==> config.mk <==
export PLATFORM = sky130hd
export DESIGN_NAME = cla_lookahead4
export DESIGN_NICKNAME = d
export VERILOG_FILES = /design/src/rtl/cla_lookahead4.sv
export SDC_FILE = /design/constraint.sdc
export NUM_CORES = 1
export LEC_CHECK = 0
export BUFFER_PORTS_ARGS = -buffer_cell sky130_fd_sc_hd__buf_2
export CORE_AREA = 2 2 39 41
export CTS_CLUSTER_SIZE = 10
export DETAILED_ROUTE_END_ITERATION = 10
export DIE_AREA = 0 0 41 43
export PLACE_DENSITY = 0.43
export SETUP_SLACK_MARGIN = 0.3
export SKIP_LAST_GASP = 1
export SYNTH_ARGS = -nofsm -noshare
export SYNTH_HDL_FRONTEND = slang
export SYNTH_SLANG_ARGS = --single-unit
==> constraint.sdc <==
create_clock -name clk -period 0.8 [get_ports clk]
set_input_delay 0.2 -clock clk [delete_from_list [all_inputs] [get_ports clk]]
set_output_delay 0.2 -clock clk [all_outputs]
set_load 0.1 [all_outputs]
==> src/rtl/cla_lookahead4.sv <==
// 4-bit carry-lookahead generator: intra-group carries C1..C4 plus group G/P,
// optionally registered, with a one-cycle out_valid that tracks in_valid.
module cla_lookahead4 #(
  parameter bit REG_OUT = 1'b1
) (
  input  logic clk,
  input  logic rst,
  input  logic in_valid,
  input  logic g0,
  input  logic p0,
  input  logic g1,
  input  logic p1,
  input  logic g2,
  input  logic p2,
  input  logic g3,
  input  logic p3,
  input  logic cin,
  output logic C1,
  output logic C2,
  output logic C3,
  output logic C4,
  output logic G,
  output logic P,
  output logic out_valid
);

  // Handshake: valid-only, no backpressure. in_valid qualifies g/p/cin in the
  // cycle it is high; out_valid marks the C/G/P set from that input one edge later.

  logic c1_n, c2_n, c3_n, c4_n, g_n, p_n;

  // Flat sum-of-products so no carry ripples through an earlier carry.
  always_comb begin
    c1_n = g0 | (p0 & cin);
    c2_n = g1 | (p1 & g0) | (p1 & p0 & cin);
    c3_n = g2 | (p2 & g1) | (p2 & p1 & g0) | (p2 & p1 & p0 & cin);
    c4_n = g3 | (p3 & g2) | (p3 & p2 & g1) | (p3 & p2 & p1 & g0)
         | (p3 & p2 & p1 & p0 & cin);
    g_n  = g3 | (p3 & g2) | (p3 & p2 & g1) | (p3 & p2 & p1 & g0);
    p_n  = p3 & p2 & p1 & p0;
  end

  always_ff @(posedge clk or posedge rst) begin
    if (rst) out_valid <= 1'b0;
    else     out_valid <= in_valid;
  end

  generate
    if (REG_OUT) begin : g_reg
      // Capture is unconditional; in_valid only steers out_valid.
      always_ff @(posedge clk or posedge rst) begin
        if (rst) begin
          C1 <= 1'b0;
          C2 <= 1'b0;
          C3 <= 1'b0;
          C4 <= 1'b0;
          G  <= 1'b0;
          P  <= 1'b0;
        end else begin
          C1 <= c1_n;
          C2 <= c2_n;
          C3 <= c3_n;
          C4 <= c4_n;
          G  <= g_n;
          P  <= p_n;
        end
      end
    end else begin : g_comb
      always_comb begin
        C1 = c1_n;
        C2 = c2_n;
        C3 = c3_n;
        C4 = c4_n;
        G  = g_n;
        P  = p_n;
      end
    end
  endgenerate

endmodule

==> results of run 1 <==
## cells in the mapped netlist, drive strengths merged
| cell type | number |
|---|---|
| a21oi | 3 |
| inv | 3 |
| a21o | 1 |
| nor2 | 1 |
| nand4 | 1 |
| nand3 | 3 |
| dfrtp | 7 |
| o21ai | 1 |
| nand2 | 1 |
| o211ai | 1 |
## sequential cells by signal, indices dropped and copies added (netlist names)
| name | cells |
|---|---|
| C1 | 1 |
| C2 | 1 |
| C3 | 1 |
| C4 | 1 |
| G | 1 |
| P | 1 |
| out_valid | 1 |
## timing repair
action / 4_1_cts / 5_1_grt
cloned: 0 / 0
endpoints found under the setup margin: 9 / 10
endpoints found under the hold margin: 7 / 7
pin swaps: 2 / 4
setup buffers: 1 / 0
gates resized for setup: 3 / 4
## per-layer routing
layer  vias to the layer above  part of all wire, %  global-route usage (%)
met4                         0                  2.5                    12.0
met3                         2                   15                    1.57
li1                        123                    -                       -
met5                         -                    0                       0
met2                        21                   49                    10.0
met1                       107                   33                    7.33
## power breakdown
group / internal (mW) / total (mW) / switching, mW
Clock: 0.189 / 0.300 / 0.111
Sequential: 0.391 / 0.408 / 0.0171
Combinational: 0.142 / 0.365 / 0.223
Total: 0.722 / 1.07 / 0.351
## how the worst max path moves through the flow
stage / start / slack [ns] / cells after the start / end
3_3_place_gp: out_valid / -0.03 / 1 / out_valid
4_1_cts: out_valid / -0.30 / 1 / out_valid
5_1_grt: C3 / -0.31 / 1 / C3
3_5_place_dp: out_valid / -0.03 / 1 / out_valid
6_report: out_valid / -0.29 / 1 / out_valid
2_1_floorplan: C1 / 0.008 / 0 / C1
## final cells by class
class / count / area [um2]
sequential: 7 / 201
inverter: 3 / 11.3
multi-input combinational: 12 / 95.1
timing repair buffer: 20 / 236
tap: 16 / 20.0
fill: 144 / 793
clock buffer: 4 / 26.3
## cell usage in the layout (no fill, tap or decap), drive strengths merged
cell and count:
nand3 3, buf 20, nand4 1, clkbuf 4, inv 3, nor2 1
o21ai 1, a21oi 3, o211ai 1, dfrtp 7, a21o 1, nand2 1
## stage by stage
| step | setup WS, ns | power (mW) | TNS (ns) | utilization [%] |
|---|---|---|---|---|
| 2_1_floorplan | 0.00777 | 0.601 | 0 | - |
| 6_report | -0.290 | 1.07 | -2.00 | 42.7 |
| 4_1_cts | -0.305 | 1.08 | -2.09 | 41.5 |
| 3_5_place_dp | -0.0345 | 0.759 | -0.217 | 37.7 |
| 3_3_place_gp | -0.0280 | 0.755 | -0.197 | 37.7 |
| 5_1_grt | -0.311 | 1.12 | -2.16 | 42.7 |
## kinds of logic (layout without fill, tap and decap cells)
| logic type | after synthesis | after routing | synth area share, % |
|---|---|---|---|
| AO/OA/AOI/OAI | 6 | 6 | 15.3 |
| buffers and inverters | 3 | 27 | 4.43 |
| AND/OR/NAND/NOR | 6 | 6 | 11.3 |
| flip-flops | 7 | 7 | 69.0 |
==> metrics.csv, run 1 <==
metric,value,unit
status,"finished, violations left",
violations,"hold timing, setup timing",
final.period_utilization,136,%
setup_violations,7,
syn-instance-count,22,
yosysSeqAreaShare,69.0,%
synth_area_per_cell,11.5,um2
vdd_drop_max,503,uV
ant_nets,0,
startpoint_type,flip-flop,
drv_slew,0,
initial_core_util,18.4,%
hold_ws,-0.132,ns
layout_min_cycle_time,1.09,ns
via_count,253,
max_slew.worst_pin.slew,0.250,ns
dpl.hpwl,458,um
rows,14,
viasPerCell,4.08,
hold_viol_final,7,
place.gp.congestion,0.659,
place_area,522,um2
wl_per_cell,8.87,um
worstPathCellList,buf_12,
overflow,0,
hp-class,input pin to asynchronous set/reset pin,
grt_pass1_wl,814,um
arrival,0.89,ns
area.growth.synth_to_final,133,%
cts_root_buf,clkbuf_4,
drtIter0Drc,1,
rsz0062_at_grt,yes,
crit_path_max_fanout,1,
max_freq,0.917,GHz
endpoint_kind,output port,
die_w,41,um
wl,550,um
antennaDiodeCount,0,
post_route_cells_drive_above_1_share,76.1,%
cp_top_family,flip-flops,
synthesis.nets,34,
finalNetCount,59,
fin_area,591,um2
critPathKind,flip-flop to output port,
cpPeakStageDelay,0.47,ns
power_leakage,0.258,nW
grt_max_degree,8,
slew_headroom,83.3,%
cp_num_buf_inv,1,
synth_top_area_share,69.0,%
drc,0,
fp.coreArea,1380,um2
numClockSinks,7,
maxCapViolCount,0,
fin_cells,62,
ys_seq_elements,7,
powerDensity,1820,nW/um2
netlist_area,254,um2
synth_top_area_cell,dfrtp_1,
io_buffers,18,
required,0.60,ns
clkTransAtPathRegs,0.05,ns
ys_warn_count,0,
cts_buffer_depth,2,
h-tree-depth,1,
first_global_vias,228,
synthTopCellsByArea,"dfrtp_1, nand3_1, a21oi_1",
dp_cells,57,
cts_tree,done,
io_pins,19,
antenna_found_initial,0,
yosys.cell_types.count,12,
cts_buffers,3,
grt_usage,7.61,%
final.setup.worst_slack,-0.290,ns
dr.pass1.iters,4,
dieArea,1760,um2
die_h,43,um
critPathSlowestCell,dfrtp_4,
Power figures use the tool's default switching activity.
==> inputs of run 2 (changes only) <==
- ABC_CLOCK_PERIOD_IN_PS: unset -> 940
- CTS_CLUSTER_SIZE: 10 -> 30
- clock period: 0.8 -> 0.94 ns (I/O delays scaled with it)
==> metrics.csv, run 2 (synthesis gave the netlist of run 1 again) <==
metric,value,unit
worstPathCellList,buf_12,
io_buffers,18,
required,0.70,ns
rsz0062_at_grt,yes,
h-tree-depth,1,
clkTransAtPathRegs,0.05,ns
cts_buffers,3,
fp.coreArea,1380,um2
drc,0,
area.growth.synth_to_final,108,%
powerDensity,1670,nW/um2
p_int,0.594,mW
maxCapViolCount,0,
post_route_cells_drive_above_1_share,68.2,%
wl_per_cell,8.23,um
max_slew.worst_pin.slew,0.238,ns
power_frac_comb,31.8,%
viasPerCell,3.97,
power_leakage,0.236,nW
grt_pass1_wl,772,um
place.gp.congestion,0.661,
grt_max_degree,8,
overflow,0,
drtIter0Drc,5,
hold_viol_final,7,
arrival,0.89,ns
first_global_vias,223,
cts_buffer_depth,2,
cp_top_family,flip-flops,
cpPeakStageDelay,0.47,ns
cts_tree,done,
status,"finished, violations left",
antennaDiodeCount,0,
clockPowerShare,28.9,%
final.setup.worst_slack,-0.182,ns
ant_nets,0,
dieArea,1760,um2
die_w,41,um
cts_root_buf,clkbuf_4,
crit_path_max_fanout,1,
p_switching,0.289,mW
critPathSlowestCell,dfrtp_4,
place_area,503,um2
initial_core_util,18.4,%
rows,14,
max_freq,0.891,GHz
wl,494,um
numClockSinks,7,
vdd_drop_max,443,uV
finalPower,0.883,mW
pre_cts_slack,0.0738,ns
dr.pass1.iters,3,
layout_min_cycle_time,1.12,ns
critPathKind,flip-flop to output port,
slew_headroom,84.1,%
via_count,238,
cp_num_buf_inv,1,
startpoint_type,flip-flop,
antenna_found_initial,0,
violations,"hold timing, setup timing",
hp-class,input pin to asynchronous set/reset pin,
setup_violations,7,
finalSetupTns,-1.26,ns
finalNetCount,57,
fin_area,529,um2
cts_resized,0,
p_sw_share,32.8,%
hold_ws,-0.0997,ns
pwr-share-seq,39.3,%
endpoint_kind,output port,
drv_slew,0,
grt_usage,7.42,%
io_pins,19,
final_cell_mix,"buf_2, dfrtp_4, buf_12",
die_h,43,um
layout_commonest_cell,buf_2,
final.period_utilization,119,%
-- run 2: worst paths after layout --
| check | slack (ns) | cells after the start | to | start |
|---|---|---|---|---|
| worst max-delay path | -0.18 | 1 | C3 | C3 |
| worst min-delay path | -0.1 | 2 | C2 | rst |
| max in group asynchronous | 0.82 | 2 | out_valid | rst |
| min in group clk | 0.10 | 1 | out_valid | in_valid |
-- run 2: power groups by stage --
stage / combinational [mW] / clock (mW) / sequential (mW)
finish: 0.280 / 0.255 / 0.347
global route: 0.292 / 0.280 / 0.348
CTS: 0.282 / 0.272 / 0.348
detailed placement: 0.282 / 0 / 0.353
global placement: 0.280 / 0 / 0.352
floorplan: 0.0261 / 0 / 0.483
-- run 2: metal layers --
layer  wire (um)  share of wire, %  track usage [%]  vias to the layer above
li1            -                 -                -                      119
met4          14               2.8             12.0                        0
met5           0                 0                0                        -
met2         213                43             9.06                       19
met1         194                39             7.69                       98
met3          71                14             1.57                        2
-- run 2: timing repair --
item,in CTS,in global routing
buffers inserted,0,0
hold endpoints to repair,7,7
endpoints found under the setup margin,7,7
-- run 2: layout make-up --
type	count	area [um2]
fill	139	855
sequential	7	201
timing repair buffer	18	195
multi-input combinational	12	75.1
clock buffer	4	26.3
tap	16	20.0
inverter	3	11.3
-- run 2: through the flow --
stage	hold WS, ns	instances	util (%)
floorplan	0.0386	22	-
global placement	0.161	56	36.3
detailed placement	0.160	56	36.3
finish	-0.0997	60	38.2
global route	-0.0880	60	38.2
CTS	-0.106	60	38.2
